[src/rtl/ram_copy_engine_if.sv]
// RAM-side bus of the copy engine: address, write data, write enable, read data.
// The engine drives the master side; the RAM sits on the slave side.
interface ram_copy_engine_if #(
  parameter int ADDR_W = 14
);
  logic [ADDR_W-1:0] mem_addr;
  logic [15:0]       mem_in;
  logic              mem_load;
  logic [15:0]       mem_out;

  modport master (
    output mem_addr,
    output mem_in,
    output mem_load,
    input  mem_out
  );

  modport slave (
    input  mem_addr,
    input  mem_in,
    input  mem_load,
    output mem_out
  );
endinterface

[src/rtl/ram_copy_engine.sv]
// Block COPY / FILL engine for a single-port 16-bit RAM.
// Moves one word per WR cycle; COPY interleaves an RD cycle before each write.
module ram_copy_engine #(
  parameter int ADDR_W = 14
) (
  input  logic              clk,
  input  logic              rst_n,
  input  logic              start,
  input  logic              mode,
  input  logic [ADDR_W-1:0] src,
  input  logic [ADDR_W-1:0] dst,
  input  logic [ADDR_W-1:0] len,
  input  logic [15:0]       fill_val,
  input  logic              abort,
  output logic              busy,
  output logic              done,
  ram_copy_engine_if.master mem
);

  typedef enum logic [1:0] {
    IDLE,
    RD,
    WR,
    FIN
  } state_t;

  state_t            state;
  logic              fill;
  logic [ADDR_W-1:0] sptr;
  logic [ADDR_W-1:0] dptr;
  logic [ADDR_W-1:0] cnt;
  logic [15:0]       wdata;

  // wdata doubles as the read-back register, so mem_in holds outside WR
  always_ff @(posedge clk or negedge rst_n) begin
    if (!rst_n) begin
      state <= IDLE;
      fill  <= 1'b0;
      sptr  <= '0;
      dptr  <= '0;
      cnt   <= '0;
      wdata <= '0;
    end else begin
      unique case (state)
        IDLE: begin
          if (start && !abort) begin
            fill <= mode;
            sptr <= src;
            dptr <= dst;
            cnt  <= len;
            if (len == '0) begin
              state <= FIN;
            end else if (mode) begin
              wdata <= fill_val;
              state <= WR;
            end else begin
              state <= RD;
            end
          end
        end
        RD: begin
          if (abort) begin
            state <= IDLE;
          end else begin
            wdata <= mem.mem_out;
            sptr  <= sptr + 1'b1;
            state <= WR;
          end
        end
        WR: begin
          dptr <= dptr + 1'b1;
          cnt  <= cnt - 1'b1;
          if (abort) begin
            state <= IDLE;
          end else if (cnt == ADDR_W'(1)) begin
            state <= FIN;
          end else if (fill) begin
            state <= WR;
          end else begin
            state <= RD;
          end
        end
        FIN: begin
          state <= IDLE;
        end
      endcase
    end
  end

  assign busy         = (state != IDLE);
  assign done         = (state == FIN);
  assign mem.mem_load = (state == WR);
  assign mem.mem_in   = wdata;

  always_comb begin
    mem.mem_addr = '0;
    unique case (1'b1)
      (state == RD): mem.mem_addr = sptr;
      (state == WR): mem.mem_addr = dptr;
      default:       mem.mem_addr = '0;
    endcase
  end

endmodule

[src/flat_wrapper.sv]
// flat-port wrapper written by rule: the top's interface ports become plain ports
module ram_copy_engine_flat 
#(
  parameter int ADDR_W = 14
)
  (clk, rst_n, start, mode, src, dst, len, fill_val, abort, busy, done, mem_mem_addr, mem_mem_in, mem_mem_load, mem_mem_out);
  ram_copy_engine_if #(.ADDR_W(ADDR_W)) mem_i ();
  input  logic clk;
  input  logic rst_n;
  input  logic start;
  input  logic mode;
  input  logic [ADDR_W-1:0] src;
  input  logic [ADDR_W-1:0] dst;
  input  logic [ADDR_W-1:0] len;
  input  logic [15:0] fill_val;
  input  logic abort;
  output logic busy;
  output logic done;
  output wire logic [$bits(mem_i.mem_addr)-1:0] mem_mem_addr;
  output wire logic [$bits(mem_i.mem_in)-1:0] mem_mem_in;
  output wire logic [$bits(mem_i.mem_load)-1:0] mem_mem_load;
  input wire logic [$bits(mem_i.mem_out)-1:0] mem_mem_out;
  assign mem_mem_addr = mem_i.mem_addr;
  assign mem_mem_in = mem_i.mem_in;
  assign mem_mem_load = mem_i.mem_load;
  assign mem_i.mem_out = mem_mem_out;
  ram_copy_engine #(.ADDR_W(ADDR_W)) u_core (.clk(clk), .rst_n(rst_n), .start(start), .mode(mode), .src(src), .dst(dst), .len(len), .fill_val(fill_val), .abort(abort), .busy(busy), .done(done), .mem(mem_i));
endmodule
[config.mk]
export PLATFORM = sky130hd
export DESIGN_NAME = ram_copy_engine_flat
export DESIGN_NICKNAME = d
export VERILOG_FILES = /design/src/rtl/ram_copy_engine_if.sv /design/src/rtl/ram_copy_engine.sv /design/src/flat_wrapper.sv
export SDC_FILE = /design/constraint.sdc
export NUM_CORES = 1
export LEC_CHECK = 0
export ABC_AREA = 1
export CORE_ASPECT_RATIO = 0.8
export CORE_UTILIZATION = 46
export CTS_BUF_LIST = sky130_fd_sc_hd__clkbuf_4
export CTS_CLUSTER_SIZE = 24
export DETAILED_ROUTE_END_ITERATION = 10
export GPL_ROUTABILITY_DRIVEN = 0
export PLACE_DENSITY_LB_ADDON = 0.05
export SYNTH_ARGS = -nofsm -noshare
export SYNTH_HDL_FRONTEND = slang
export SYNTH_SLANG_ARGS = --single-unit
[constraint.sdc]
create_clock -name clk -period 1.7 [get_ports clk]
set_input_delay 0.34 -clock clk [delete_from_list [all_inputs] [get_ports clk]]
set_output_delay 0.34 -clock clk [all_outputs]
set_load 0.02 [all_outputs]
# == After elaboration in Yosys (flattened, before gate mapping) ==
# Index checks and enable logic that the tools add are counted.
# totals
regBits,61
mem_bits_ro,0
mem_bits_rw,0
memories,0
latch_bits,0
# op_classes
muxes,21
n_addsub,3
eq_ne,8
n_shift,0
order_cmp,0
n_div,0
n_bitwise,0
n_reduce_logical,11
n_mul,0
# ops
cell,count
case mux 14 bit (2 select lines),4
2-to-1 mux 16 bit,4
2-to-1 mux 14 bit,4
case mux 16 bit (2 select lines),1
"adder 14 x 1 -> 14 bit, second input constant",2
"equality test 14 x 1 -> 1 bit, second input constant",1
zero test 14 bit,1
2-to-1 mux 2 bit,7
"subtractor 14 x 1 -> 14 bit, second input constant",1
case mux 2 bit (4 select lines),1
"!= test 2 bit, second input constant",3
nonzero test 2 bit,3
AND reduction 5 bit,1
"equality test 2 bit, second input constant",2
AND reduction 2 bit,2
AND reduction 3 bit,1
"equality test 2 x 1 -> 1 bit, second input constant",1
zero test 2 bit,1
"!= test 2 x 1 -> 1 bit, second input constant",1
logical AND 1 bit,1
zero test 1 bit,1

# == Logic depth before layout (Yosys ltp) ==
# Gate-level depths: netlist of the first run.
# logic_depth
depth_word,4
depth_mapped,11
ltp_nobuf,10

# == Worst setup path before layout of the first run ==
# OpenSTA, ideal clock, no wires.
# synth_path
path_kind,register to output
from,reg u_core.state[0]
to,out mem_mem_addr[1]
path_buffers,3
path_stages_with_launch,8
setup_slack_ns,-0.401
t_arrival_ns,1.761
path_cell_list,dfrtp_1 inv_1 ha_1 buf_2 buf_2 buf_2 nand2_1 a21oi_1
# synth_via
elab_chain_cells,2
elab_cells_between_ends,3
# synth_lines
item,line,text
from (decl),ram_copy_engine.sv:27,state_t state;
from (signal assigned),ram_copy_engine.sv:37,state <= IDLE;
from (signal assigned),ram_copy_engine.sv:52,state <= FIN;
from (signal assigned),ram_copy_engine.sv:55,state <= WR;
equality test 2 bit,n/a,
named net mem_mem_load,flat_wrapper.sv:21,output wire logic [$bits(mem_i.mem_load)-1:0] mem_mem_load;
case mux 14 bit (2 select lines),ram_copy_engine.sv:97,unique case (1'b1)
to (decl),flat_wrapper.sv:19,output wire logic [$bits(mem_i.mem_addr)-1:0] mem_mem_addr;
# The timed path passes the listed nets, and every way through them passes these cells.

# == Worst setup path after layout of the first run ==
# layout_path
from,reg u_core.state[0]
to,out mem_mem_addr[1]
# layout_via
elab_chain_cells,2
elab_cells_between_ends,3
# layout_lines
item,line
equality test 2 bit / equality test 2 x 1 -> 1 bit (equally long branches),"ram_copy_engine.sv:99, ram_copy_engine.sv:98"
case mux 14 bit (2 select lines) *,ram_copy_engine.sv:97
# Every way passes the cells marked *; elsewhere a longest branch is shown, timed or not.

==> flow_summary_export.csv, run 1 <==
group,metric,value,unit
finish,syn_to_final_growth,71.5,%
logic_synthesis,synth_top_area_cell,"dfrtp_1",
logic_synthesis,ys_types,30,
logic_synthesis,async_flop_share,1.00,
status,violations,"negative setup slack",
setup_path,start_kind,"flip-flop",
grt,grt_pass1_vias,5106,
logic_synthesis,synth_flop_cell,"dfrtp_1",
logic_synthesis,seq_area_frac_synth,0.361,
logic_synthesis,ys_ff_latch,61,
power_and_ir_drop,power,14.5,mW
power_and_ir_drop,p_seq_frac,0.204,
floorplanning,fp-row-count,30,
sta,maxSlewViolCount,0,
logic_synthesis,synth_fp_nets,755,
logic_synthesis,synth_top_family_by_area,"simple AND/OR/NAND/NOR gates",
logic_synthesis,yosys.area.top_type_share,0.361,
grt,grt_max_degree,62,
floorplanning,coreArea,8710,um2
setup_path,critical_path_arrival,1.83,ns
route,firstDrtPassIters,6,
clock_tree,cts_max_path_buffers,2,
power_and_ir_drop,p_switching,7.13,mW
logic_synthesis,synth_compound_area_frac,0.107,
clock_tree,worstSkewPairLatency,0.45,ns
finish,layout-drive-gt1-share,0.298,
logic_synthesis,yosys_warnings,0,
setup_path,crit_required,1.36,ns
route,drc,0,
clock_tree,cts.clk_slew.worst_paths,0.11,ns
logic_synthesis,yosysMostFrequentCell,"nand2_1",
logic_synthesis,synth_common_cells,"nand2_1, nor2_1, dfrtp_1",
worst_hold_path,hold_class,"in2async",
setup_path,end_kind,"output port",
sta,worstMarginPinSlew,0.358,ns
grt,grt_pass1_wl,23900,um
finish,fin_nets,972,
placed_design,dpl.hpwl,9800,um
route,post_drt_via_cell_ratio,5.64,
grt,antenna_found_initial,0,
route,detail_route.iter0.violations,439,
sta,finalCritPeriodShare,1.28,
logic_synthesis,synth_area_leaders,"dfrtp_1, nand2_1, nand3_1",
sta,slew_headroom,0.760,
power_and_ir_drop,p_clk_frac,0.059,
power_and_ir_drop,swShare,0.491,
floorplanning,initial_core_util,0.485,
power_and_ir_drop,ir_drop,0.000973,V
sta,timing.fmax,461,MHz
logic_synthesis,synth_area,4220,um2
floorplanning,dieArea,9570,um2
floorplanning,die_h,87.7,um
logic_synthesis,synthSimpleGateAreaFrac,0.414,
grt,grt_usage,0.325,
grt,overflow,0,
route,drt_wl_total,17800,um
setup_path,critPathKind,"reg2out",
sta,hold_viol,0,
sta,fin_ws,-0.469,ns
floorplanning,pin_count,112,
power_and_ir_drop,intPower,7.39,mW
clock_tree,h-tree-depth,3,
clock_tree,cts_tree,"done",
sta,holdWs,0.441,ns
sta,finalSetupViolations,73,
finish,fillers,538,
logic_synthesis,synth_fa_ha_area_frac,0.0267,
clock_tree,cts_root_buf,"clkbuf_4",
route,wl_per_cell,17.8,um
logic_synthesis,syn_area_per_cell,6.33,um2
sta,rsz0062_at_grt,"yes",
finish,antenna_cells,0,
setup_path,worst-path-max-fanout,7,
power_and_ir_drop,p_per_area,2000,nW/um2
power_and_ir_drop,p_leak,3.58,nW
clock_tree,cts-buffers-inserted,9,
sta,fin_skew,0.0175,ns
placed_design,numPortBuffers,111,
power_and_ir_drop,p_comb_frac,0.737,
floorplanning,dieWidth,109,um
logic_synthesis,synth_cells,667,
logic_synthesis,synthMuxAreaShare,0,
job,maxCapViolCount,0,
route,drtAntennaViolNets,0,
status,status,"finished with violations",
route,num_vias,5642,
logic_synthesis,synth_xor_area_frac,0.00415,
sta,min_period,2.17,ns
logic_synthesis,synth_edf_count,0,
clock_tree,cts.sinks,61,
==> cells by family (layout without fill, tap and decap cells) <==
family,count (synthesis),in the layout
compound gates,82,82
xor+xnor,2,2
fa+ha+maj,9,9
buf+inv,81,302
flops,61,61
simple gates,432,433
==> power groups by stage <==
stage / Combinational (mW) / Sequential [mW] / Clock [mW]
6_report: 10.7 / 2.96 / 0.862
4_1_cts: 8.92 / 2.79 / 0.870
3_5_place_dp: 7.43 / 2.78 / 0
2_1_floorplan: 4.17 / 2.95 / 0
5_1_grt: 11.4 / 3.00 / 0.918
3_3_place_gp: 7.20 / 2.79 / 0
==> flip-flops by register name, summed over array words and instances, names as in the netlist <==
signal and count:
u_core.dptr 14, u_core.state 2, u_core.fill 1, u_core.sptr 14, u_core.mem.mem_in 16, u_core.cnt 14
==> timing repair <==
item	in CTS	in global routing
cloned	5	5
hold endpoints to repair	61	0
resized for setup	177	114
setup buffers	23	8
endpoints found under the setup margin	86	76
pin swaps	11	41
hold buffers	1	0
==> per-layer routing <==
layer | global-route usage | vias up | share of wire
met3 | 0.0766 | 92 | 0.089
met2 | 0.553 | 364 | 0.48
met1 | 0.397 | 2623 | 0.38
met5 | 0 | - | 0
li1 | - | 2563 | -
met4 | 0.133 | 0 | 0.050
==> metrics by stage <==
stage | util | std cells | area (um2) | setup TNS, ns | setup WS [ns]
finish | 0.832 | 1001 | 7250 | -16.74 | -0.469
floorplan | - | 667 | 4310 | -0.305 | -0.0743
CTS | 0.770 | 989 | 6710 | -9.18 | -0.349
global route | 0.832 | 1001 | 7250 | -21.50 | -0.516
global placement | 0.699 | 945 | 6090 | -8.84 | -0.377
detailed placement | 0.699 | 945 | 6090 | -10.64 | -0.371
==> cell type report <==
cell class	count	area, um2	share of cell area
Clock buffer	9	67.6	0.00932
Clock inverter	7	32.5	0.00449
Inverter	53	223	0.0307
Multi-Input combinational cell	526	2840	0.392
Sequential cell	61	1530	0.211
Tap cell	112	140	0.0193
Timing Repair Buffer	233	2410	0.333
==> cells in the final DEF (no fill, tap or decap), types with 6 or more instances in the layout <==
cell type,netlist,routed
buf_6,6,28
nand2_2,2,41
a21oi_1,28,11
nand2_4,1,8
buf_12,0,13
nand3_1,55,42
a21oi_2,0,12
nor2_1,66,61
nand4_1,7,7
o21ai_2,1,6
nand2_1,291,243
buf_4,0,84
dlygate4sd2_1,0,16
dfrtp_1,61,61
clkbuf_4,0,9
o21ai_1,6,14
inv_1,52,45
nand3_2,1,13
o21ai_0,29,14
clkdlybuf4s50_1,0,77
==> worst paths after layout <==
| check | cells past startpoint | endpoint | from | slack [ns] |
|---|---|---|---|---|
| max in group asynchronous | 3 | u_core.sptr[10] | rst_n | 0.97 |
| worst max register to register | 12 | u_core.sptr[4] | u_core.state[0] | -0.38 |
| worst min register to register | 2 | u_core.mem.mem_in[3] | u_core.mem.mem_in[3] | 0.49 |
| worst min-delay path | 3 | u_core.cnt[6] | rst_n | 0.44 |
| worst max-delay path | 6 | mem_mem_addr[1] | u_core.state[0] | -0.47 |
| min in group clk | 3 | u_core.dptr[1] | dst[1] | 0.48 |
==> worst max-delay path, cell delays in order, from the launching register on <==
cell and delay (ns):
dfrtp_1 0.45, inv_2 0.15, ha_4 0.18, buf_12 0.13, nand2_1 0.12, a21oi_4 0.20
buf_6 0.14
Power figures use the tool's default switching activity.
==> run 2: changes to the inputs <==
--- a/config.mk
+++ b/config.mk
@@ -7,11 +7,13 @@
 export LEC_CHECK = 0
 export ABC_AREA = 1
 export CORE_ASPECT_RATIO = 0.8
-export CORE_UTILIZATION = 46
+export CORE_UTILIZATION = 60
 export CTS_BUF_LIST = sky130_fd_sc_hd__clkbuf_4
 export CTS_CLUSTER_SIZE = 24
 export DETAILED_ROUTE_END_ITERATION = 10
+export DONT_BUFFER_PORTS = 1
 export GPL_ROUTABILITY_DRIVEN = 0
+export GPL_TIMING_DRIVEN = 0
 export PLACE_DENSITY_LB_ADDON = 0.05
 export SYNTH_ARGS = -nofsm -noshare
 export SYNTH_HDL_FRONTEND = slang
==> run 2 against run 1 <==
Compared with the run above:
- the run still ends with negative setup slack left
- largest power group unchanged
- clock skew is 0.0027 ns higher
- setup slack better by 0.0061 ns
- total power is 23% lower
- sequential share of layout area is 8.9 points higher
- core utilization is 6.0 points lower
==> flow_summary_export.csv, run 2 (synthesized netlist as in run 1, its figures left out) <==
group,metric,value,unit
status,status,"finished with violations",
status,violations,"negative setup slack",
clock_tree,worstSkewPairLatency,0.43,ns
finish,fin_nets,789,
finish,design_area,5100,um2
finish,largest_reg_flops,16,
clock_tree,cts_tree,"done",
floorplanning,initial_core_util,0.640,
floorplanning,dieArea,7380,um2
clock_tree,cts.sinks,61,
placed_design,numPortBuffers,0,
route,drc,0,
clock_tree,cts.clk_slew.worst_paths,0.12,ns
route,drt_wl_total,13700,um
worst_hold_path,hold_class,"in2reg",
floorplanning,coreArea,6600,um2
sta,finalSetupViolations,75,
route,wl_per_cell,17.3,um
setup_path,crit_required,1.36,ns
grt,grt_pass1_wl,21000,um
floorplanning,fp-row-count,26,
setup_path,worst-path-max-fanout,6,
sta,fin_skew,0.0202,ns
power_and_ir_drop,power,11.2,mW
route,num_vias,4721,
placed_design,dpl.hpwl,8880,um
floorplanning,dieWidth,95.8,um
route,post_drt_via_cell_ratio,5.98,
sta,fin_ws,-0.463,ns
job,maxCapViolCount,0,
sta,hold_viol,0,
finish,antenna_cells,0,
floorplanning,pin_count,112,
route,detail_route.iter0.violations,414,
placed_design,post_dp_cell_area,4420,um2
setup_path,critPathKind,"reg2out",
floorplanning,die_h,77.0,um
grt,grt_pass1_vias,4381,
clock_tree,cts-buffers-inserted,9,
route,firstDrtPassIters,5,
grt,grt_max_degree,62,
sta,worstMarginPinSlew,0.604,ns
power_and_ir_drop,p_per_area,2200,nW/um2
finish,layout_common_cells,"nand2_1, nor2_1, dfrtp_1, nand3_1, inv_1",
sta,min_period,2.16,ns
grt,grt_usage,0.373,
sta,slew_headroom,0.594,
finish,layout-drive-gt1-share,0.156,
grt,antenna_found_initial,0,
clock_tree,cts_max_path_buffers,2,
finish,final_common_cell,"nand2_1",
clock_tree,cts_root_buf,"clkbuf_4",
sta,maxSlewViolCount,0,
route,drtAntennaViolNets,0,
setup_path,critical_path_arrival,1.82,ns
grt,overflow,0,
power_and_ir_drop,ir_drop,0.00106,V
finish,syn_to_final_growth,20.8,%
power_and_ir_drop,p_leak,2.57,nW
clock_tree,h-tree-depth,3,
sta,finalCritPeriodShare,1.27,
sta,holdWs,0.0575,ns
setup_path,start_kind,"flip-flop",
sta,rsz0062_at_grt,"yes",
sta,timing.fmax,462,MHz
setup_path,end_kind,"output port",
[run 2: final timing paths]
kind	start	to	slack (ns)	cells after the start
min in group asynchronous	rst_n	u_core.dptr[3]	0.45	2
max	u_core.state[1]	mem_mem_addr[1]	-0.46	7
min	src[4]	u_core.sptr[4]	0.06	2
max in group asynchronous	rst_n	u_core.state[0]	0.98	2
max reg2reg	u_core.state[1]	u_core.cnt[6]	-0.33	9
min reg2reg	u_core.cnt[13]	u_core.cnt[13]	0.52	2
[run 2: stage by stage]
| stage | setup TNS [ns] | std cells | util | setup WS [ns] |
|---|---|---|---|---|
| 3_5_place_dp | -11.99 | 751 | 0.669 | -0.336 |
| 6_report | -16.97 | 789 | 0.772 | -0.463 |
| 5_1_grt | -22.58 | 789 | 0.772 | -0.523 |
| 4_1_cts | -12.88 | 783 | 0.752 | -0.440 |
| 3_3_place_gp | -10.55 | 751 | 0.669 | -0.320 |
| 2_1_floorplan | -0.305 | 667 | - | -0.0743 |
[run 2: layout make-up]
type                    instances  area (um2)
multi-input cells             525        2600
inverters                      53         205
repair buffers                 24         259
fillers                       530        1500
flip-flops and latches         61        1530
well taps                      84         105
plain buffers                  27         277
clock inverters                 5        52.6
clock buffers                  10        75.1
[run 2: repair_timing]
item,4_1_cts,5_1_grt
pin swaps,13,9
hold buffers,2,0
setup buffers,15,3
endpoints found under the setup margin,73,75
cloned,1,3
endpoints found under the hold margin,61,0
resized for setup,62,22
[run 2: worst max-delay path, cell delays in order, from the launching register on]
cell	delay (ns)
dfrtp_1	0.43
buf_6	0.13
ha_4	0.18
buf_8	0.15
buf_8	0.13
buf_8	0.11
nand2_4	0.05
a21oi_4	0.23
[run 2: per-layer routing]
metal  up-vias  global-route usage  share of wire
li1       2195                   -              -
met1      2200               0.490           0.41
met2       289               0.584           0.46
met3        37               0.109           0.10
met4         0               0.125          0.022
met5         -                   0              0
[run 2: power breakdown]
group          leakage [nW]  internal [mW]  switching [mW]
Clock                0.0720          0.449           0.578
Sequential            0.741           2.19           0.998
Combinational          1.76           2.66            4.32
Total                  2.57           5.30            5.90
==> run 3: changes to the inputs <==
--- a/config.mk
+++ b/config.mk
@@ -7,7 +7,7 @@
 export LEC_CHECK = 0
 export ABC_AREA = 1
 export CORE_ASPECT_RATIO = 0.8
-export CORE_UTILIZATION = 60
+export CORE_UTILIZATION = 45
 export CTS_BUF_LIST = sky130_fd_sc_hd__clkbuf_4
 export CTS_CLUSTER_SIZE = 24
 export DETAILED_ROUTE_END_ITERATION = 10
==> run 3 against run 2 <==
Compared with the run above:
- the flow still finishes with violations (negative setup slack)
- count of clock-buffer cells in the layout unchanged
- register-to-register slack is essentially flat
- non-clock buffer count is 27 higher
==> flow_summary_export.csv, run 3 (synthesized netlist as in run 1, its figures left out) <==
group,metric,value,unit
placed_design,dpl.hpwl,9190,um
setup_path,critical_path_arrival,1.83,ns
grt,use_met1,0.413,
floorplanning,fp-row-count,31,
sta,timing.fmax,460,MHz
finish,syn_to_final_growth,37.4,%
setup_path,rr_worst_depth,13,
grt,grt_usage,0.292,
status,violations,"negative setup slack",
route,drt_wl_total,14400,um
route,drtAntennaViolNets,0,
finish,final_util,0.640,
grt,grtUsageMet2,0.443,
setup_path,worst-path-max-fanout,5,
setup_path,crit_required,1.36,ns
power_and_ir_drop,p_leak,2.87,nW
floorplanning,dieArea,9780,um2
finish,layout_common_cells,"nand2_1, nor2_1, dfrtp_1, nand3_1, inv_1",
sta,min_period,2.17,ns
setup_path,end_kind,"output port",
grt,grt_pass1_wl,21300,um
sta,hold_viol,0,
worst_hold_path,worstHoldStart,"src[1]",
route,post_drt_via_cell_ratio,5.53,
clock_tree,cts_max_path_buffers,2,
sta,rsz0062_at_grt,"yes",
sta,slew_headroom,0.632,
route,num_vias,4686,
power_and_ir_drop,p_per_area,2300,nW/um2
floorplanning,dieWidth,110,um
placed_design,numPortBuffers,0,
sta,worstMarginPinSlew,0.548,ns
floorplanning,pin_count,112,
floorplanning,coreArea,9080,um2
route,wl_per_cell,17.0,um
sta,maxSlewViolCount,0,
finish,final_common_cell,"nand2_1",
floorplanning,die_h,88.7,um
sta,holdWs,0.0610,ns
worst_hold_path,hold_class,"in2reg",
job,maxCapViolCount,0,
finish,largest_reg_flops,16,
sta,fin_skew,0.0207,ns
power_and_ir_drop,ir_drop,0.000996,V
route,drc,0,
setup_path,critPathKind,"reg2out",
grt,use_met3,0.0803,
route,firstDrtPassIters,5,
grt,antenna_found_initial,0,
finish,fin_nets,816,
clock_tree,worstSkewPairLatency,0.44,ns
clock_tree,h-tree-depth,3,
sta,finalCritPeriodShare,1.28,
grt,overflow,0,
clock_tree,cts-buffers-inserted,9,
grt,grt_max_degree,62,
sta,finalSetupViolations,72,
setup_path,startpoint,"u_core.state[1]",
finish,antenna_cells,0,
sta,fin_ws,-0.473,ns
grt,grt_pass1_vias,4120,
status,status,"finished with violations",
clock_tree,cts_tree,"done",
clock_tree,cts_root_buf,"clkbuf_4",
floorplanning,initial_core_util,0.465,
clock_tree,cts.sinks,61,
clock_tree,cts.clk_slew.worst_paths,0.11,ns
worst_hold_path,hold_depth,2,
setup_path,rr_startpoint,"u_core.state[1]",
finish,layout-drive-gt1-share,0.250,
grt,grt_busiest_layer,"met2",
route,detail_route.iter0.violations,293,
setup_path,start_kind,"flip-flop",
## run 3: cell types whose count changed in the layout (fill, tap and decap cells not counted), sizes merged
cell      before  now
clkbuf        18   21
buf           42   66
clkinvlp       2    1
clkinv         3    6
bufinv         1    0
## run 3: path summary, 6_finish.rpt
kind                                   endpoint  slack, ns
worst max-delay path            mem_mem_addr[1]      -0.47
worst min-delay path             u_core.sptr[1]       0.06
worst max register to register    u_core.cnt[4]      -0.34
worst min register to register   u_core.cnt[13]       0.53
max in group asynchronous        u_core.dptr[8]       0.98
min in group asynchronous         u_core.cnt[7]       0.41
## run 3: report_power, final
group / total [mW] / internal, mW / switching [mW]
Combinational: 9.25 / 4.20 / 5.05
Sequential: 3.24 / 2.19 / 1.05
Clock: 0.886 / 0.302 / 0.584
Total: 13.4 / 6.69 / 6.68
## run 3: timing repair
| item | CTS | global route |
|---|---|---|
| endpoints found under the setup margin | 75 | 75 |
| hold endpoints to repair | 61 | 0 |
| hold buffers | 2 | 0 |
| cloned | 7 | 4 |
| pin swaps | 24 | 33 |
| gates resized for setup | 133 | 74 |
| buffers inserted | 32 | 13 |
## run 3: cell type report
type | count | area (um2)
Multi-Input combinational cell | 525 | 2820
Clock buffer | 10 | 75.1
Inverter | 53 | 218
Tap cell | 115 | 144
Sequential cell | 61 | 1530
Clock inverter | 6 | 30.0
Fill cell | 830 | 3270
Buffer | 24 | 317
Timing Repair Buffer | 54 | 674
## run 3: routing by layer
metal,share of wire,vias to the layer above
li1,-,2250
met1,0.45,2224
met2,0.44,193
met3,0.095,19
met4,0.015,0
met5,0,-
## run 3: critical path, stage by stage, from the launching register on
cell and delay, ns:
dfrtp_1 0.43, buf_6 0.12, ha_4 0.19, buf_8 0.14, buf_8 0.13, buf_8 0.12
nand2_4 0.05, a21oi_4 0.22
## run 3: through the flow
stage | setup TNS, ns | instance area (um2) | setup WS (ns) | power, mW | cells
2_1_floorplan | -0.305 | 4310 | -0.0743 | 7.11 | 667
3_3_place_gp | -13.13 | 4460 | -0.338 | 8.38 | 782
3_5_place_dp | -14.71 | 4460 | -0.344 | 8.49 | 782
4_1_cts | -11.50 | 5520 | -0.485 | 12.3 | 839
5_1_grt | -20.82 | 5810 | -0.543 | 14.3 | 848
6_report | -14.96 | 5810 | -0.473 | 13.4 | 848
